==> src/rtl/forward_scoreboard.sv <==
// Forwarding scoreboard: tracks in-flight producers and picks operand forward sources / load-use stalls.
// Optional stall-cycle counter is built only when FWD_STALL_CNT_EN is defined.
module forward_scoreboard #(
  parameter int REG_ADDR_W = 3,
  parameter int STAGES     = 3,
  localparam int SEL_W     = $clog2(STAGES + 1)
) (
  input  logic                  clk,
  input  logic                  rst_n,
  input  logic                  advance,
  input  logic                  flush,
  input  logic                  id_valid,
  input  logic [REG_ADDR_W-1:0] id_dst,
  input  logic                  id_reg_write,
  input  logic                  id_is_load,
  input  logic [REG_ADDR_W-1:0] id_src_a,
  input  logic [REG_ADDR_W-1:0] id_src_b,
  input  logic                  id_src_b_used,
  output logic [SEL_W-1:0]      forward_a,
  output logic [SEL_W-1:0]      forward_b,
  output logic                  stall,
  output logic [15:0]           stall_cnt
);

  // Index k-1 holds entry k (the instruction k stages ahead of ID).
  logic [STAGES-1:0]                 valid_q, valid_d;
  logic [STAGES-1:0]                 reg_write_q, reg_write_d;
  logic [STAGES-1:0]                 is_load_q, is_load_d;
  logic [STAGES-1:0][REG_ADDR_W-1:0] dst_q, dst_d;

  logic [SEL_W-1:0] sel_a, sel_b;
  logic             load_a, load_b;

  // Scan oldest to youngest so the youngest match overwrites older ones.
  always_comb begin
    sel_a  = '0;
    sel_b  = '0;
    load_a = 1'b0;
    load_b = 1'b0;
    for (int k = STAGES; k >= 1; k--) begin
      if (valid_q[k-1] && reg_write_q[k-1] && (dst_q[k-1] != '0)) begin
        if (dst_q[k-1] == id_src_a) begin
          sel_a  = SEL_W'(k);
          load_a = is_load_q[k-1];
        end
        if (dst_q[k-1] == id_src_b) begin
          sel_b  = SEL_W'(k);
          load_b = is_load_q[k-1];
        end
      end
    end
  end

  always_comb begin
    stall     = id_valid &&
                (((sel_a == SEL_W'(1)) && load_a) ||
                 (id_src_b_used && (sel_b == SEL_W'(1)) && load_b));
    forward_a = stall ? '0 : sel_a;
    forward_b = (stall || !id_src_b_used) ? '0 : sel_b;
  end

  always_comb begin
    valid_d     = valid_q;
    reg_write_d = reg_write_q;
    is_load_d   = is_load_q;
    dst_d       = dst_q;
    if (flush) begin
      valid_d = '0;
    end else if (advance) begin
      for (int k = STAGES - 1; k >= 1; k--) begin
        valid_d[k]     = valid_q[k-1];
        reg_write_d[k] = reg_write_q[k-1];
        is_load_d[k]   = is_load_q[k-1];
        dst_d[k]       = dst_q[k-1];
      end
      // A stalled ID instruction stays put; a bubble enters entry 1 instead.
      valid_d[0]     = id_valid && !stall;
      reg_write_d[0] = stall ? 1'b0 : id_reg_write;
      is_load_d[0]   = stall ? 1'b0 : id_is_load;
      dst_d[0]       = stall ? '0 : id_dst;
    end
  end

  always_ff @(posedge clk or negedge rst_n) begin
    if (!rst_n) begin
      valid_q     <= '0;
      reg_write_q <= '0;
      is_load_q   <= '0;
      dst_q       <= '0;
    end else begin
      valid_q     <= valid_d;
      reg_write_q <= reg_write_d;
      is_load_q   <= is_load_d;
      dst_q       <= dst_d;
    end
  end

`ifdef FWD_STALL_CNT_EN
  logic [15:0] stall_cnt_q, stall_cnt_d;

  always_comb begin
    stall_cnt_d = stall_cnt_q;
    if (stall && advance && (stall_cnt_q != 16'hFFFF)) begin
      stall_cnt_d = stall_cnt_q + 16'd1;
    end
  end

  always_ff @(posedge clk or negedge rst_n) begin
    if (!rst_n) begin
      stall_cnt_q <= '0;
    end else begin
      stall_cnt_q <= stall_cnt_d;
    end
  end

  assign stall_cnt = stall_cnt_q;
`else
  assign stall_cnt = '0;
`endif

endmodule
==> config.mk <==
export PLATFORM = sky130hd
export DESIGN_NAME = forward_scoreboard
export DESIGN_NICKNAME = d
export VERILOG_FILES = /design/src/rtl/forward_scoreboard.sv
export SDC_FILE = /design/constraint.sdc
export NUM_CORES = 1
export LEC_CHECK = 0
export BUFFER_PORTS_ARGS = -buffer_cell sky130_fd_sc_hd__buf_2
export CAP_MARGIN = 10
export CORE_ASPECT_RATIO = 1.2
export CORE_UTILIZATION = 35
export CTS_CLUSTER_SIZE = 14
export DETAILED_ROUTE_END_ITERATION = 6
export PLACE_DENSITY = 0.58
export SETUP_SLACK_MARGIN = 0.4
export SYNTH_ARGS = -nofsm -noshare
export SYNTH_HDL_FRONTEND = slang
export SYNTH_SLANG_ARGS = --single-unit
==> constraint.sdc <==
create_clock -name clk -period 2.3 [get_ports clk]
set_input_delay 0.23 -clock clk [delete_from_list [all_inputs] [get_ports clk]]
set_output_delay 0.23 -clock clk [all_outputs]
set_load 0.01 [all_outputs]
==> summary.md <==
| Metric | Value |
|---|---|
| CP Launch Type | `flip-flop` |
| Slowest stage cell, crit path | `or4_1` |
| Final Hold Vio Count | `0` |
| Min cycle time layout | `between 1.5 and 2 ns` |
| Clock-pin slew on the worst setup and hold paths | `about 0.09 ns` |
| # DRC | `0` |
| Initial antenna violation count | `0` |
| Via total after detailed routing | `about 940` |
| GRT Util Overall | `0.155` |
| Critical Path Sink Type | `output pin` |
| Main area contributors after synthesis | `dfrtp_1 (37%), nand2_1 (12%), buf_4 (11%), xnor2_1 (9.8%), xor2_1 (4.9%)` |
| Most frequent cell after synthesis | `nand2_1` |
| RR Startpoint | `dst_q[1]$_DFFE_PN0P_` |
| WL per Instance | `between 10 and 15 um` |
| Routed Antenna Nets | `0` |
| GRT Residual Overflow | `0` |
| Synthesized flop and latch total | `16` |
| Hold Crit Depth | `2` |
| Cell area after placement | `1150 um^2` |
| Pint | `between 400 and 500 uW` |
| # fillers | `about 280` |
| Ant diodes | `0` |
| Critical path cell sequence | `xor2_1 -> or4_1 -> a211oi_2 -> buf_2` |
| Worst path required time | `approximately 2.1 ns` |
| CTS Buffer Depth | `2` |
| Critical Path AT | `between 1.5 and 2 ns` |
| Final Power | `approximately 700 uW` |
| CP peak stage delay | `around 0.52 ns` |
| Initial Util | `0.375` |
| Max-slew violations | `0` |
| Layout cells sized above 1 | `0.338` |
| R2R setup slack | `0.63 ns` |
| Layout Nets | `176` |
| Status | `finished, final reports clean` |
| Final period util | `0.865` |
| Max Fclk | `about 0.50 GHz` |
| Hold Crit Endpoint | `valid_q[2]$_DFFE_PN0P_` |
| Fraction of registers with async set/reset | `1.00` |
| Critical path origin | `dst_q[8]$_DFFE_PN0P_` |
| CTS H-tree depth | `1` |
| Final Skew | `approximately 0.0062 ns` |
| HPWL Detailed | `between 1500 and 2000 um` |
| Top cell type's share of synthesized area | `0.373` |
| I/O Buffers | `21` |
| Unrepaired setup endpoints after global routing | `yes` |
| Root Buffer | `clkbuf_4` |
| Global routing met2 resource utilization | `0.259` |
| Hold path startpoint | `flush` |
| Leakage power | `approximately 0.00065 uW` |
| Largest net degree at the start of global routing | `17` |
| Drt via density | `slightly below 5` |
| Combinational share of power | `0.284` |
| Routed WL | `2450 um` |
| Total CTS buffers | `3` |
| Seq/Total Area, Yosys | `0.373` |
| Sequential cell fraction of total power | `0.517` |
| Crit path max fanout | `4` |
| Switch share | `0.335` |
| Final worst slack | `a little over 0.3 ns` |
| Sw Pwr | `241 uW` |
| Met3 Use GR | `0.00487` |
| Peak supply drop | `284 uV` |
| Place WS | `around 0.52 ns` |
| Layer with the highest usage | `met2` |
| Clk sinks | `16` |
| TritonCTS clock tree | `built` |
| I/O pin count | `38` |
| DIE AREA | `between 3000 and 4000 um^2` |
| Number of global-route vias before repair | `893` |
| Clk_lat worst skew | `0.28 ns` |
| Number of synthesized flops with an enable pin | `0` |
| Row count | `21` |
| Drt first pass iters | `4` |
| Setup violators final | `0` |
| First-pass GRT wire length | `~3800 um` |
| Count of cell types in the netlist | `27` |
| Clock share of power | `0.199` |
| Detailed Route Iter0 Violations | `18` |
| Post-synth top flop | `dfrtp_1` |
| RR Endpoint | `dst_q[1]$_DFFE_PN0P_` |
| Area leader, netlist | `dfrtp_1` |
| PwrDens | `between 500 and 600 nW/um^2` |
| Top delay family on crit path | `simple AND/OR/NAND/NOR gates` |
| Syn Area/Cell | `approximately 8.5 um^2` |
| Top cells by count, synth | `nand2_1 (35), buf_4 (16), dfrtp_1 (16)` |
| Die H | `roughly 63 um` |
| Bufs and invs on worst path | `1` |
| R2R depth | `6` |
| Layout area overhead | `25.5%` |
| CP Class | `flip-flop to output pin` |
| Core ar. | `between 2000 and 3000 um^2` |
| Die X-Extent | `about 53 um` |
| Grt met1 use | `0.181` |
| Fin area | `~1300 um^2` |
| Total number of yosys warnings | `0` |
| Gpl congestion | `about 0.78` |
| Post-Syn Area | `~1100 um^2` |
| Max_cap viols | `0` |
| Setup TNS Final | `0 ns` |
| Gate Count Post-Synth | `126` |
| Hold Crit Class | `input port to flip-flop` |
==> per-stage QoR <==
stage	instances	hold WS (ns)	utilization
final	191	0.157	0.471
after global routing	191	0.160	0.471
after CTS	188	0.158	0.446
after detailed placement	178	0.166	0.402
after global placement	178	0.152	0.402
after floorplan	141	-0.0656	-
==> cell families after synthesis <==
group           synth area share
xor+xnor                   0.147
flops                      0.373
other cells              0.00349
compound gates             0.104
simple gates               0.224
buf+inv                    0.131
mux                       0.0186
==> metal layers <==
| layer | wire length [um] | up-vias |
|---|---|---|
| li1 | - | 451 |
| met1 | 996 | 448 |
| met2 | 1270 | 36 |
| met3 | 87 | 7 |
| met4 | 95 | 0 |
| met5 | 0 | - |
==> layout make-up <==
type / instances / area (um^2) / share of cell area
tap: 34 / 42.5 / 0.0316
multi-input combinational: 104 / 671 / 0.498
clock buffer: 3 / 22.5 / 0.0167
sequential: 16 / 408 / 0.303
timing repair buffer: 32 / 196 / 0.146
inverter: 2 / 7.51 / 0.00557
==> worst reg2reg max path: stages (launching register included) <==
cell	delay (ns)
dfrtp_2	0.47
xnor2_2	0.20
nand4_1	0.20
a21oi_4	0.31
buf_4	0.16
buf_4	0.12
o21ai_0	0.09
==> power groups by stage <==
stage,combinational [uW],sequential [uW],clock [uW]
6_report,204,372,143
5_1_grt,226,379,161
4_1_cts,185,369,147
3_5_place_dp,151,372,0
3_3_place_gp,145,371,0
2_1_floorplan,129,360,0
==> worst max path at each step <==
| stage | end | slack [ns] | cells past startpoint |
|---|---|---|---|
| floorplan | forward_b[0] | 0.72 | 4 |
| global placement | forward_b[0] | 0.57 | 5 |
| detailed placement | forward_b[0] | 0.52 | 5 |
| CTS | forward_a[1] | 0.29 | 4 |
| global route | forward_b[0] | 0.24 | 5 |
| finish | forward_a[1] | 0.31 | 4 |
==> cell usage in the layout (no fill, tap or decap), types with 2 or more instances in the layout <==
cell type / instances
dfrtp_2: 6
nand4_1: 3
buf_2: 20
buf_4: 10
nor2_1: 3
xor2_1: 6
inv_1: 2
mux2i_1: 2
xnor2_1: 9
dfrtp_1: 10
xnor2_2: 3
conb_1: 16
nand2b_1: 2
o21ai_0: 6
clkbuf_4: 3
a211oi_2: 2
nand2_1: 35
==> what timing repair did <==
item	in CTS	in global routing
hold endpoints to repair	16	0
gates resized for setup	9	10
hold buffers	1	0
setup endpoints to repair	5	5
setup buffers	6	3
pin swaps	3	7
==> sequential cells by signal, summed over array words and instances, names as in the netlist <==
register,cells
valid_q,3
is_load_q,1
reg_write_q,3
dst_q,9
Note: power is estimated with default switching activity, not from simulation.
